### src/rtl/ifmap_spad_writer_pkg.sv
// Shared definitions for the ifmap scratchpad writer: FSM state encoding,
// default sizing and the occupancy-counter width helper.
package ifmap_spad_writer_pkg;

  localparam int unsigned DEF_CONFIG_BIT               = 5;
  localparam int unsigned DEF_IFMAP_SPAD_ADDRESS_WIDTH = 16;
  localparam int unsigned DEF_IFMAP_SPAD_DEPTH         = 12;
  localparam int unsigned DEF_DATA_WIDTH               = 16;

  typedef logic [1:0] state_t;

  localparam state_t IDLE = 2'd0;
  localparam state_t FILL = 2'd1;
  localparam state_t DONE = 2'd2;

  // Bits needed to hold an occupancy of 0..depth inclusive.
  function automatic int unsigned count_width(input int unsigned depth);
    return $clog2(depth + 32'd1);
  endfunction

endpackage

### src/rtl/ifmap_spad_writer_if.sv
// Producer-to-writer element stream (valid/ready).
//   in_valid : producer element valid
//   in_data  : producer element
//   in_ready : writer can accept this cycle
// master = producer side, slave = writer side.
import ifmap_spad_writer_pkg::*;

interface ifmap_spad_writer_if #(
  parameter int unsigned DATA_WIDTH = DEF_DATA_WIDTH
);
  logic                  in_valid;
  logic [DATA_WIDTH-1:0] in_data;
  logic                  in_ready;

  modport master (output in_valid, output in_data, input  in_ready);
  modport slave  (input  in_valid, input  in_data, output in_ready);
endinterface

### src/rtl/ifmap_spad_writer_wrap_pointer.sv
// wrap_pointer: modulo-DEPTH up-counter with enable and synchronous clear.
//   clk, rstn : clock, async active-low reset
//   clr       : synchronous clear to 0 (wins over en)
//   en        : advance by one, DEPTH-1 wraps to 0
//   ptr       : current pointer value (registered)
module wrap_pointer #(
  parameter int unsigned DEPTH = 12,
  parameter int unsigned WIDTH = 16
) (
  input  logic             clk,
  input  logic             rstn,
  input  logic             clr,
  input  logic             en,
  output logic [WIDTH-1:0] ptr
);

  logic [WIDTH-1:0] ptr_q, ptr_d;

  // Next pointer value.
  always_comb begin
    ptr_d = ptr_q;
    if (clr) begin
      ptr_d = '0;
    end else if (en) begin
      ptr_d = (ptr_q == WIDTH'(DEPTH - 1)) ? '0 : ptr_q + WIDTH'(1);
    end
  end

  always_ff @(posedge clk or negedge rstn) begin
    if (!rstn) ptr_q <= '0;
    else       ptr_q <= ptr_d;
  end

  assign ptr = ptr_q;

endmodule

### src/rtl/ifmap_spad_writer.sv
// ifmap_spad_writer: write-side controller for the PE's circular ifmap
// scratchpad. Accepts elements over a valid/ready stream, writes them at a
// wrapping pointer, tracks occupancy against read-side releases and flags
// when a full filter window is resident.
//   clk, rstn     : clock, async active-low reset
//   filter_size   : filter row length, sampled on start
//   ifmap_size    : elements to write in this row, sampled on start
//   start         : one-cycle pulse, begins a row (IDLE only)
//   if_clear      : synchronous flush of pointer, occupancy and row progress
//   in_if         : element stream (slave side)
//   rd_release    : read side slid its window by one, frees oldest entry
//   spad_wen/waddr/wdata : registered spad write port
//   count         : resident entries
//   window_ready  : a full filter window is resident
//   full          : spad holds DEPTH entries
//   row_done      : pulse, last element of the row written
//   err           : sticky misuse flag (only with IFMAP_SPAD_WR_CHECK_EN)
// Optional build macro: IFMAP_SPAD_WR_CHECK_EN.
module ifmap_spad_writer
  import ifmap_spad_writer_pkg::*;
#(
  parameter int unsigned CONFIG_BIT               = DEF_CONFIG_BIT,
  parameter int unsigned IFMAP_SPAD_ADDRESS_WIDTH = DEF_IFMAP_SPAD_ADDRESS_WIDTH,
  parameter int unsigned IFMAP_SPAD_DEPTH         = DEF_IFMAP_SPAD_DEPTH,
  parameter int unsigned DATA_WIDTH               = DEF_DATA_WIDTH,
  localparam int unsigned COUNT_W                 = count_width(IFMAP_SPAD_DEPTH)
) (
  input  logic                                clk,
  input  logic                                rstn,
  input  logic [CONFIG_BIT-1:0]               filter_size,
  input  logic [CONFIG_BIT-1:0]               ifmap_size,
  input  logic                                start,
  input  logic                                if_clear,
  ifmap_spad_writer_if.slave                  in_if,
  input  logic                                rd_release,
  output logic                                spad_wen,
  output logic [IFMAP_SPAD_ADDRESS_WIDTH-1:0] spad_waddr,
  output logic [DATA_WIDTH-1:0]               spad_wdata,
  output logic [COUNT_W-1:0]                  count,
  output logic                                window_ready,
  output logic                                full,
  output logic                                row_done
`ifdef IFMAP_SPAD_WR_CHECK_EN
  ,
  output logic                                err
`endif
);

  state_t                              state_q, state_d;
  logic [CONFIG_BIT-1:0]               filter_size_q, filter_size_d;
  logic [CONFIG_BIT-1:0]               ifmap_size_q, ifmap_size_d;
  logic [CONFIG_BIT-1:0]               written_q, written_d;
  logic [COUNT_W-1:0]                  count_q, count_d;
  logic                                spad_wen_q, spad_wen_d;
  logic [IFMAP_SPAD_ADDRESS_WIDTH-1:0] spad_waddr_q, spad_waddr_d;
  logic [DATA_WIDTH-1:0]               spad_wdata_q, spad_wdata_d;
  logic                                row_done_q, row_done_d;

  logic [IFMAP_SPAD_ADDRESS_WIDTH-1:0] wptr;
  logic                                full_c;
  logic                                in_ready_c;
  logic                                hs_c;
  logic                                rel_c;

  // Full is a compare on the registered count, so a same-cycle release
  // cannot reopen in_ready; a flush cycle never accepts.
  assign full_c     = (count_q == COUNT_W'(IFMAP_SPAD_DEPTH));
  assign in_ready_c = (state_q == FILL) && !full_c && !if_clear;
  assign hs_c       = in_if.in_valid && in_ready_c;
  assign rel_c      = rd_release && (count_q != '0);

  wrap_pointer #(
    .DEPTH (IFMAP_SPAD_DEPTH),
    .WIDTH (IFMAP_SPAD_ADDRESS_WIDTH)
  ) u_wptr (
    .clk  (clk),
    .rstn (rstn),
    .clr  (if_clear),
    .en   (hs_c),
    .ptr  (wptr)
  );

  // Next-state, occupancy and write-port logic.
  always_comb begin
    state_d       = state_q;
    filter_size_d = filter_size_q;
    ifmap_size_d  = ifmap_size_q;
    written_d     = written_q;
    count_d       = count_q;
    row_done_d    = 1'b0;
    spad_wen_d    = hs_c;
    spad_waddr_d  = hs_c ? wptr : spad_waddr_q;
    spad_wdata_d  = hs_c ? in_if.in_data : spad_wdata_q;

    if (if_clear) begin
      state_d   = IDLE;
      written_d = '0;
      count_d   = '0;
    end else begin
      unique case ({hs_c, rel_c})
        2'b10:   count_d = count_q + COUNT_W'(1);
        2'b01:   count_d = count_q - COUNT_W'(1);
        default: count_d = count_q;
      endcase

      unique case (state_q)
        IDLE: begin
          if (start) begin
            filter_size_d = filter_size;
            ifmap_size_d  = ifmap_size;
            written_d     = '0;
            if (ifmap_size == '0) begin
              state_d    = DONE;
              row_done_d = 1'b1;
            end else begin
              state_d = FILL;
            end
          end
        end
        FILL: begin
          if (hs_c) begin
            written_d = written_q + CONFIG_BIT'(1);
            if (written_d == ifmap_size_q) begin
              row_done_d = 1'b1;
              state_d    = DONE;
            end
          end
        end
        DONE: begin
          if (count_q == '0) state_d = IDLE;
        end
        default: state_d = IDLE;
      endcase
    end
  end

  always_ff @(posedge clk or negedge rstn) begin
    if (!rstn) begin
      state_q       <= IDLE;
      filter_size_q <= '0;
      ifmap_size_q  <= '0;
      written_q     <= '0;
      count_q       <= '0;
      spad_wen_q    <= 1'b0;
      spad_waddr_q  <= '0;
      spad_wdata_q  <= '0;
      row_done_q    <= 1'b0;
    end else begin
      state_q       <= state_d;
      filter_size_q <= filter_size_d;
      ifmap_size_q  <= ifmap_size_d;
      written_q     <= written_d;
      count_q       <= count_d;
      spad_wen_q    <= spad_wen_d;
      spad_waddr_q  <= spad_waddr_d;
      spad_wdata_q  <= spad_wdata_d;
      row_done_q    <= row_done_d;
    end
  end

`ifdef IFMAP_SPAD_WR_CHECK_EN
  logic err_q, err_d;

  // Sticky misuse flag: underflowing release or an unusable filter size.
  always_comb begin
    err_d = err_q;
    if (if_clear) begin
      err_d = 1'b0;
    end else if ((rd_release && (count_q == '0)) ||
                 (start && ((32'(filter_size) > IFMAP_SPAD_DEPTH) || (filter_size == '0)))) begin
      err_d = 1'b1;
    end
  end

  always_ff @(posedge clk or negedge rstn) begin
    if (!rstn) err_q <= 1'b0;
    else       err_q <= err_d;
  end

  assign err = err_q;
`endif

  // Window needs at least one resident entry so an unloaded size of 0
  // does not report a window out of reset.
  assign window_ready   = (count_q != '0) && (32'(count_q) >= 32'(filter_size_q));
  assign full           = full_c;
  assign count          = count_q;
  assign in_if.in_ready = in_ready_c;
  assign spad_wen       = spad_wen_q;
  assign spad_waddr     = spad_waddr_q;
  assign spad_wdata     = spad_wdata_q;
  assign row_done       = row_done_q;

endmodule

### src/flat_wrapper.sv
// flat-port wrapper written by rule: the top's interface ports become plain ports
module ifmap_spad_writer_flat import ifmap_spad_writer_pkg::*;
#(
  parameter int unsigned CONFIG_BIT               = DEF_CONFIG_BIT,
  parameter int unsigned IFMAP_SPAD_ADDRESS_WIDTH = DEF_IFMAP_SPAD_ADDRESS_WIDTH,
  parameter int unsigned IFMAP_SPAD_DEPTH         = DEF_IFMAP_SPAD_DEPTH,
  parameter int unsigned DATA_WIDTH               = DEF_DATA_WIDTH,
  localparam int unsigned COUNT_W                 = count_width(IFMAP_SPAD_DEPTH)
)
  (clk, rstn, filter_size, ifmap_size, start, if_clear, rd_release, spad_wen, spad_waddr, spad_wdata, count, window_ready, full, row_done, in_if_in_valid, in_if_in_data, in_if_in_ready);
  ifmap_spad_writer_if #(.DATA_WIDTH(DATA_WIDTH)) in_if_i ();
  input  logic clk;
  input  logic rstn;
  input  logic [CONFIG_BIT-1:0] filter_size;
  input  logic [CONFIG_BIT-1:0] ifmap_size;
  input  logic start;
  input  logic if_clear;
  input  logic rd_release;
  output logic spad_wen;
  output logic [IFMAP_SPAD_ADDRESS_WIDTH-1:0] spad_waddr;
  output logic [DATA_WIDTH-1:0] spad_wdata;
  output logic [COUNT_W-1:0] count;
  output logic window_ready;
  output logic full;
  output logic row_done;
  input wire logic [$bits(in_if_i.in_valid)-1:0] in_if_in_valid;
  input wire logic [$bits(in_if_i.in_data)-1:0] in_if_in_data;
  output wire logic [$bits(in_if_i.in_ready)-1:0] in_if_in_ready;
  assign in_if_i.in_valid = in_if_in_valid;
  assign in_if_i.in_data = in_if_in_data;
  assign in_if_in_ready = in_if_i.in_ready;
  ifmap_spad_writer #(.CONFIG_BIT(CONFIG_BIT), .IFMAP_SPAD_ADDRESS_WIDTH(IFMAP_SPAD_ADDRESS_WIDTH), .IFMAP_SPAD_DEPTH(IFMAP_SPAD_DEPTH), .DATA_WIDTH(DATA_WIDTH)) u_core (.clk(clk), .rstn(rstn), .filter_size(filter_size), .ifmap_size(ifmap_size), .start(start), .if_clear(if_clear), .in_if(in_if_i), .rd_release(rd_release), .spad_wen(spad_wen), .spad_waddr(spad_waddr), .spad_wdata(spad_wdata), .count(count), .window_ready(window_ready), .full(full), .row_done(row_done));
endmodule
### config.mk
export PLATFORM = sky130hd
export DESIGN_NAME = ifmap_spad_writer_flat
export DESIGN_NICKNAME = d
export VERILOG_FILES = /design/src/rtl/ifmap_spad_writer_pkg.sv /design/src/rtl/ifmap_spad_writer_if.sv /design/src/rtl/ifmap_spad_writer_wrap_pointer.sv /design/src/rtl/ifmap_spad_writer.sv /design/src/flat_wrapper.sv
export SDC_FILE = /design/constraint.sdc
export NUM_CORES = 1
export LEC_CHECK = 0
export CORE_MARGIN = 2
export CORE_UTILIZATION = 30
export CTS_BUF_LIST = sky130_fd_sc_hd__clkbuf_4
export CTS_CLUSTER_SIZE = 25
export DETAILED_ROUTE_END_ITERATION = 10
export SLEW_MARGIN = 20
export SYNTH_ARGS = -nofsm -noshare
export SYNTH_HDL_FRONTEND = slang
export SYNTH_SLANG_ARGS = --single-unit
### constraint.sdc
create_clock -name clk -period 2.5 [get_ports clk]
set_input_delay 0.375 -clock clk [delete_from_list [all_inputs] [get_ports clk]]
set_output_delay 0.375 -clock clk [all_outputs]
set_load 0.02 [all_outputs]
======== After elaboration in Yosys (flattened, before gate mapping) ========
Cells that the tools add are included.
W data, S select, Z words.
word-level totals
  bits in registers ....................... 71
  output and inout bits ................... 41
  word-level logic and storage cells ...... 66
operators by class
  $add $sub $neg .......................... 4
  order comparisons ....................... 1
  eq/ne operators ......................... 11
  multiplexer cells ....................... 22
  bitwise operators ....................... 1
  reduce and logical (&&, ||, !) cells .... 17
operators by type and width
  kind                     count
  $mux W16                 3
  $add A16 B1 Y16 const B  1
  $eq A16 B4 Y1 const B    1
  $mux W5                  3
  $mux W2                  6
  $pmux W5 S2              1
  $pmux W4 S2              1
  $ne A3 B2 Y1 const B     2
  $ne A3 B3 Y1 const B     2
  $pmux W2 S3              1
  $reduce_and A3 Y1        2
  $reduce_bool A3 Y1       2
  $add A5 B1 Y5 const B    1
  $eq A5 B5 Y1             1
  $ge A4 B5 Y1             1
  $logic_and A1 B1 Y1      5
  $logic_not A5 Y1         1
  $mux W1                  5
  $add A4 B1 Y4 const B    1
  $eq A2 B1 Y1 const B     2
  $eq A2 B2 Y1 const B     2
  $eq A4 B4 Y1 const B     1
  $logic_not A4 Y1         1
  $mux W4                  1
  8 further kinds          9

======== Longest topological paths before layout ========
Gate-level depths: netlist of run 1.
  depth after elaboration ................. 8
  mapped depth ............................ 10
  gate-level depth less buffers ........... 9

======== Modules after synthesis ========
From an unflattened synthesis of run 1, not the netlist that was laid out.
unflattened totals
  cells, all modules ...................... 346
  area total of the unflattened synthesis .. 3409.5 um^2
modules (own cells, without submodules)
  module             instances  cells an instance  area each (um^2)  seq. area each (um^2)
  ifmap_spad_writer  1          256                2474.9            1376.3
  wrap_pointer       1          90                 934.6             400.4

======== Worst setup path after synthesis of run 1 ========
OpenSTA, ideal clock, no wires.
  path type ............................... reg-to-reg
  from .................................... register u_core.count_q[0] (netlist: u_core.count[0])
  to ...................................... register u_core.count_q[3] (netlist: u_core.count[3])
  setup time .............................. 132 ps
  data arrival time ....................... 2281 ps
  required time ........................... 2368 ps
  path slack .............................. 87 ps
  stages on the path, launching flop included .. 11
  path buffers ............................ 1
  period minus slack after synthesis ...... 2413 ps
  cell sequence ........................... dfrtp_1 nor4bb_1 buf_2 o21ai_0 inv_1 ha_1 a21o_1 a21oi_1 mux2i_1 xnor2_1 nor2_1
between the ends
  cells in the longest elaborated chain, start to end .. 8
  elaborated cells on any way between the ends .. 14
ends and longest elaborated chain
  item                                          line                      text
  start, declared                               ifmap_spad_writer.sv:53   logic [COUNT_W-1:0] count_q, count_d;
  start signal, assigned                        ifmap_spad_writer.sv:153  count_q <= count_d;
  $eq A4 B4 Y1 (*)                              ifmap_spad_writer.sv:67   assign full_c = (count_q == COUNT_W'(IFMAP_SPAD_DEPTH));
  net full                                      flat_wrapper.sv:24        output logic full;
  $logic_not A1 Y1 (*)                          ifmap_spad_writer.sv:68   assign in_ready_c = (state_q == FILL) && !full_c && !if_clear;
  $logic_and A1 B1 Y1 (*) (2 in series)         ifmap_spad_writer.sv:68
  $logic_and A1 B1 Y1 (*)                       ifmap_spad_writer.sv:69   assign hs_c = in_if.in_valid && in_ready_c;
  $eq A2 B1 Y1 or $eq A2 B2 Y1 (tied branches)  ifmap_spad_writer.sv:100  unique case ({hs_c, rel_c})
  $pmux W4 S2                                   ifmap_spad_writer.sv:100
  $mux W4                                       ifmap_spad_writer.sv:95   if (if_clear) begin
Mark *: on every way through the listed nets, which the timed path passes. The rest lies on a longest branch.
A chain may end at the register's enable or synchronous reset.

======== Worst setup path in the final report of run 1 ========
  from .................................... register u_core.count_q[1] (netlist: u_core.count[1])
  to ...................................... register u_core.count_q[3] (netlist: u_core.count[3])
between the ends
  cells in the longest elaborated chain, start to end .. 8
  elaborated cells on any way between the ends .. 14
ends and longest elaborated chain
  item                                          line
  $eq A4 B4 Y1                                  ifmap_spad_writer.sv:67
  $logic_not A1 Y1                              ifmap_spad_writer.sv:68
  $logic_and A1 B1 Y1 (2 in series)             ifmap_spad_writer.sv:68
  $logic_and A1 B1 Y1                           ifmap_spad_writer.sv:69
  $eq A2 B1 Y1 or $eq A2 B2 Y1 (tied branches)  ifmap_spad_writer.sv:100
  $pmux W4 S2                                   ifmap_spad_writer.sv:100
  $mux W4                                       ifmap_spad_writer.sv:95
Several ways; a longest one is shown, not always the timed one.

==> impl_results.rst, run 1 <==
.. list-table::
   :header-rows: 1

   * - Metric
     - Value
   * - Total vias in the final route
     - 2801
   * - Post-synth top area cell
     - dfrtp_1
   * - Count of antenna-violating nets left after detailed routing
     - 0
   * - Non-Filler Instances
     - 597
   * - Maxcap violations
     - 0
   * - CP max FO
     - 5
   * - Post-placement setup slack
     - -0.1112 ns
   * - Final setup skew
     - 0.01621 ns
   * - Full die area
     - 0.01211 sq mm
   * - RSZ-0062 raised after global routing
     - yes
   * - Violation count after the first detailed-routing iteration
     - 106
   * - Slew Viols, Final
     - 0
   * - Floorplan die width
     - between 100 and 150 um
   * - Cell area after technology mapping
     - 0.003374 sq mm
   * - Clock edge transition at the registers on the reported setup and hold paths
     - 0.13 ns
   * - Status
     - complete, no violations
   * - Number of endpoints with negative hold slack in the final report
     - 0
   * - Critical path class
     - register to register
   * - Remaining routing DRC violations
     - 0
   * - Ratio of total power to cell area
     - 755.2 mW/mm^2
   * - Standard-cell rows
     - 38
   * - Final period demand of the worst path
     - 2.378 ns
   * - Area added between synthesis and finish
     - 34.22%
   * - Vias in the first global route
     - 2690
   * - Largest cells by area after synthesis
     - dfrtp_1, nand2_1, o21ai_0
   * - Initial antenna violation count
     - 0
   * - Internal cell power
     - 2305 uW
   * - Routability-driven placement congestion ratio
     - 0.8663
   * - Synthesized instance count
     - 367
   * - Total routing usage reported by global routing
     - 0.1359
   * - TritonCTS Sinks
     - slightly above 70
   * - Mean number of vias per cell
     - 4.692
   * - Net total in the final layout
     - between 400 and 500
   * - Upper clock frequency limit
     - 420.6 MHz
   * - Number of enable flip-flop cells after synthesis
     - 0
   * - Count of pins on the block boundary
     - 73
   * - Count of different cell masters after synthesis
     - 43
   * - Slew at the pin with the worst max-slew slack
     - around 0.91 ns
   * - Worst min path class
     - primary input to asynchronous set/reset pin
   * - Per-instance average area after synthesis
     - a little over 9 sq um
   * - Post-detail-place hpwl
     - 5335 um
   * - Worst EP required
     - 2.82 ns
   * - Data arrival time of the critical path
     - 2.69 ns
   * - Top flip-flop cell by instance count after synthesis
     - dfrtp_1
   * - Most common cell in the synthesized netlist
     - nand2_1
   * - Aggregate routed wire length
     - 7639 um
   * - Leakage power of the design
     - between 0.002 and 0.0025 uW
   * - Proportion of power drawn by the clock network
     - 0.243
   * - Number of synthesized register bits
     - 71
   * - GRT Residual Overflow
     - 0
   * - Clock tree from TritonCTS
     - done
   * - Sequential fraction of design power
     - 0.419
   * - Maximum resistive drop on vdd
     - 0.3311 mV
   * - Clock latency reported for the late side of the worst-skew pair
     - 0.43 ns
   * - Fill cell count
     - 1082
   * - Final setup violating endpoints
     - 0
   * - Most instantiated cells after synthesis
     - nand2_1, dfrtp_1, o21ai_0
   * - Tcrit/Tclk final
     - 0.9510
   * - Floorplan die height
     - 110.1 um
   * - Antenna diodes
     - 0
   * - Switch Pwr
     - about 1100 uW
   * - Proportion of netlist area held by the largest area contributor
     - 0.5265
   * - Port bufs
     - 72
   * - Accumulated negative setup slack
     - 0 ns
   * - Number of H-tree levels
     - 3
   * - Number of placed instances with taps included
     - 578
   * - CTS max path bufs
     - 2
   * - Endpoint class of the critical path
     - register
   * - Pin count of the biggest net entering global routing
     - 72
   * - First-pass iteration count of the detailed router
     - 4
   * - Setup crit start kind
     - register
   * - Buffer type at the clock tree root
     - clkbuf_4
   * - Combinational cell fraction of total power
     - 0.338
   * - First-pass GRT wire length
     - 12790 um
   * - Floorplan Core Area
     - 0.01089 sq mm
   * - Syn Nets
     - 408
   * - DR WL/cell
     - 12.80 um
   * - Share of total power consumed by net switching
     - 0.3261
   * - Asr flop ratio synth
     - 1.000
   * - Fraction of layout cells with a size suffix above 1
     - 0.1182
   * - Number of buffers inserted during clock tree synthesis
     - 9
   * - Share of the yosys chip area belonging to registers
     - 0.5265
   * - Utilization of the core after routing
     - 0.4160
   * - Final Worst Setup Slack
     - 0.1224 ns
   * - Syn. warnings
     - 0
   * - Initial core utilization
     - 0.3099
   * - Worst-case headroom to the max-slew limit
     - 0.3943
   * - Final-layout worst hold slack
     - around 0.06 ns
-- kinds of logic after synthesis --
kind of cell / Yosys count / synth area share
and+or+nand+nor: 179 / 0.2340
xor gates and xnor gates: 11 / 0.02855
muxes: 9 / 0.02929
AOI/OAI and AO/OA: 58 / 0.1090
adders and majority gates: 9 / 0.03560
buffers and inverters: 30 / 0.03708
DFF: 71 / 0.5265
-- metal layers --
metal / track usage / wire, um / vias to the layer above
li1: - / - / 1414
met1: 0.1763 / 3546 / 1309
met2: 0.2160 / 3644 / 66
met3: 0.04174 / 337 / 12
met4: 0.04430 / 111 / 0
met5: 0 / 0 / -
-- placed cells by master, fill, tap and decap left out, types with 3 or more instances in the layout --
master             n
a21o_1             3
a21oi_1            8
a31oi_1           11
buf_4             22
clkbuf_4          10
clkdlybuf4s50_1   69
dfrtp_1           70
ha_1               8
inv_1             11
mux2_2             7
nand2_1          118
nand2b_1           4
nand3_1           12
nor2_1            15
nor3_1             9
nor4_1             5
o21ai_0           21
xnor2_1            7
xor2_1             4
-- final timing paths --
kind	start	end	slack, ns	cells past startpoint
worst max-delay path	u_core.count[1]	u_core.count[3]	0.12	10
worst min-delay path	rstn	u_core.spad_waddr[5]	0.06	1
worst max register to register	u_core.count[1]	u_core.count[3]	0.12	10
worst min register to register	u_core.spad_waddr[9]	u_core.spad_waddr[9]	0.49	2
max in group asynchronous	rstn	u_core.count[2]	1.80	1
min in group clk	in_if_in_data[7]	u_core.spad_wdata[7]	0.47	3
-- power by group through the flow --
stage               registers (uW)  clock network, uW  logic (uW)
floorplan                     1590                  0         441
global placement              1450                  0        1070
detailed placement            1450                  0        1090
CTS                           1430                870        1120
global route                  1460                916        1270
finish                        1430                830        1160
-- layout make-up --
cell class	count	area, sq um	share of cell area
inverter	11	41.29	0.009116
multi-input combinational	266	1501	0.3315
tap	140	175.2	0.03867
clock buffer	10	75.07	0.01657
timing repair buffer	93	873.3	0.1928
sequential	71	1778	0.3925
clock inverter	6	85.08	0.01878
-- sequential cells by signal, summed over array words and instances, names as in the netlist --
register / count
u_core.filter_size_q: 5
u_core.row_done: 1
u_core.u_wptr.ptr: 16
u_core.ifmap_size_q: 5
u_core.state_q: 2
u_core.written_q: 5
u_core.spad_waddr: 16
u_core.count: 4
u_core.spad_wdata: 16
u_core.spad_wen: 1
-- through the flow --
stage	total power, uW	instance area (sq um)
finish	3420	4529
global route	3648	4529
CTS	3419	4501
detailed placement	2545	4319
global placement	2519	4319
floorplan	2032	3374
-- worst max-delay path, stage by stage, from the launching register on --
cell	delay, ns
dfrtp_1	0.46
buf_4	0.19
o41a_1	0.33
o21ai_1	0.13
inv_1	0.12
ha_1	0.28
a21o_1	0.16
a21oi_2	0.14
mux2i_1	0.24
xnor2_1	0.15
nor2_1	0.07
-- what timing repair did --
action / 4_1_cts / 5_1_grt
pin swaps: 0 / 3
gates resized for setup: 3 / 10
endpoints found under the setup margin: 2 / 4
buffers inserted: 2 / 1
hold buffers: 0 / 0
Note: power is estimated with default switching activity, not from simulation.
==> inputs of run 2 (changes only) <==
- CORE_UTILIZATION: 30 -> 35
- CTS_CLUSTER_SIZE: 25 -> not set
==> impl_results.rst, run 2 (synthesis results as in run 1) <==
.. list-table::
   :header-rows: 1

   * - Metric
     - Value
   * - Status
     - complete, no violations
   * - Routability-driven placement congestion ratio
     - 0.8416
   * - Number of placed instances with taps included
     - 565
   * - Total vias in the final route
     - between 2000 and 3000
   * - Top library cells by usage in the layout, fill and taps aside
     - nand2_1, dfrtp_1, clkdlybuf4s50_1, o21ai_0, nor2_1
   * - Slew at the pin with the worst max-slew slack
     - 0.7490 ns
   * - Routed wire length on met2
     - 3508 um
   * - Aggregate routed wire length
     - 7370 um
   * - Buffer type at the clock tree root
     - clkbuf_4
   * - Area taken by flip-flops and latches
     - 0.001778 sq mm
   * - Initial core utilization
     - 0.3635
   * - Accumulated negative setup slack
     - 0 ns
   * - Port bufs
     - 72
   * - Area added between synthesis and finish
     - 32.11%
   * - Final period demand of the worst path
     - 2.321 ns
   * - TritonCTS Sinks
     - 71
   * - Critical path, cell by cell
     - buf_4, o41a_1, o21ai_0, inv_1, ha_1, a21o_1, a21oi_1, mux2i_1, xnor2_1, nor2_1
   * - Utilization of the core after routing
     - 0.4802
   * - Vias in the first global route
     - 2748
   * - Setup fix buffers added after clock tree synthesis
     - 0
   * - Setup crit start kind
     - register
   * - Remaining routing DRC violations
     - 0
   * - Net total in the final layout
     - 488
   * - Total routing usage reported by global routing
     - 0.1552
   * - Crit-path leading delay family
     - compound AO/OA/AOI/OAI gates
   * - Topmost layer with routed signal wires
     - met4
   * - Ratio of total power to cell area
     - 740.5 mW/mm^2
   * - Clock edge transition at the registers on the reported setup and hold paths
     - ~0.12 ns
   * - Maxcap violations
     - 0
   * - CP max FO
     - 7
   * - Violation count after the first detailed-routing iteration
     - 59
   * - Maximum resistive drop on vdd
     - between 0.3 and 0.4 mV
   * - First-pass GRT wire length
     - around 13000 um
   * - Count of pins on the block boundary
     - 73
   * - Power Total
     - 3301 uW
   * - Standard-cell rows
     - 35
   * - First-pass iteration count of the detailed router
     - 4
   * - Pin count of the biggest net entering global routing
     - 41
   * - Mean number of vias per cell
     - about 5
   * - Slowest cell delay on critical path
     - a little under 0.4 ns
   * - Area used by multi-input combinational logic
     - 0.001473 sq mm
   * - Floorplan Core Area
     - 0.009284 sq mm
   * - Antenna diodes
     - 0
   * - Endpoint class of the critical path
     - register
   * - Met1 wire length
     - 3469 um
   * - Clock tree from TritonCTS
     - done
   * - Final setup violating endpoints
     - 0
   * - Non-Filler Instances
     - 581
   * - Data arrival time of the critical path
     - 2.63 ns
   * - Number of endpoints with negative hold slack in the final report
     - 0
   * - DR WL/cell
     - 12.69 um
   * - Final setup skew
     - 0.01295 ns
   * - Worst min path class
     - primary input to asynchronous set/reset pin
   * - Fill cell count
     - a little over 900
   * - Count of antenna-violating nets left after detailed routing
     - 0
   * - GRT Residual Overflow
     - 0
   * - Initial antenna violation count
     - 0
   * - Critical path class
     - register to register
   * - Worst path bufs/invs
     - 2
   * - Worst EP required
     - 2.81 ns
   * - Upper clock frequency limit
     - 430.9 MHz
   * - Tcrit/Tclk final
     - 0.9282
   * - Fraction of layout cells with a size suffix above 1
     - 0.1018
   * - Number of H-tree levels
     - 3
   * - Post-detail-place hpwl
     - 5366 um
   * - Floorplan die width
     - about 100 um
   * - Floorplan die height
     - 102.2 um
   * - Full die area
     - 0.01044 sq mm
   * - Slew Viols, Final
     - 0
   * - Worst-case headroom to the max-slew limit
     - 0.5006
   * - Final-layout worst hold slack
     - 0.01066 ns
   * - Most common cell after layout, fill and taps aside
     - nand2_1
   * - CTS max path bufs
     - 2
   * - Slowest library cell on the worst path
     - dfrtp_1
   * - Clock latency reported for the late side of the worst-skew pair
     - 0.42 ns
   * - Leakage power of the design
     - 0.002060 uW
   * - Met3 wire length
     - 251 um
   * - RSZ-0062 raised after global routing
     - no
   * - Number of buffers inserted during clock tree synthesis
     - 9
## run 2: changes by cell type in the layout (fill, tap and decap cells not counted), moves of 2 or more
cell / delta
a21oi_1: +2
buf_4: -8
dlygate4sd2_1: +2
a21oi_2: -2
## run 2: path summary, 6_finish.rpt
| check | start | endpoint | slack (ns) | depth (start not counted) |
|---|---|---|---|---|
| max in group asynchronous | rstn | u_core.u_wptr.ptr[14] | 1.83 | 2 |
| max | u_core.count[0] | u_core.count[3] | 0.18 | 10 |
| min | rstn | u_core.u_wptr.ptr[9] | 0.01 | 1 |
| min in group clk | in_if_in_data[2] | u_core.spad_wdata[2] | 0.47 | 3 |
| min reg2reg | u_core.spad_waddr[7] | u_core.spad_waddr[7] | 0.48 | 2 |
| max reg2reg | u_core.count[0] | u_core.count[3] | 0.18 | 10 |
## run 2: report_power, final
part / internal, uW / switching [uW] / total [uW]
clock: 413 / 407 / 820
sequential: 1310 / 119 / 1430
combinational: 525 / 530 / 1050
total: 2250 / 1060 / 3300
## run 2: through the flow
stage,worst slack [ns],area (sq um)
after floorplan,0.08728,3374
after global placement,0.05501,4300
after detailed placement,-0.07343,4300
after CTS,0.002744,4458
after global routing,0.02804,4458
final,0.1795,4458
## run 2: area by class of cell
type | count | share of cell area
multi-input combinational | 266 | 0.3303
inverter | 11 | 0.009262
clock inverter | 6 | 0.01909
sequential | 71 | 0.3988
timing repair buffer | 88 | 0.1894
clock buffer | 10 | 0.01684
tap | 129 | 0.03621
## run 2: repair_timing
| action | CTS | global route |
|---|---|---|
| hold buffers | 0 | 0 |
| gates resized for setup | 4 | 4 |
| endpoints found under the setup margin | 3 | 12 |
## run 2: per-layer routing
metal  vias up  track usage
met5         -            0
met3        14      0.03967
met4         0      0.05436
met1      1366       0.2075
met2        50       0.2460
li1       1397            -
==> inputs of run 3 (changes only) <==
- SKIP_LAST_GASP: not set -> 1
==> results of run 3 <==
Same layout as run 2: the final DEF is identical, and so are final timing and power.
Main changes from that run: number of gates resized after CTS 4 -> 3
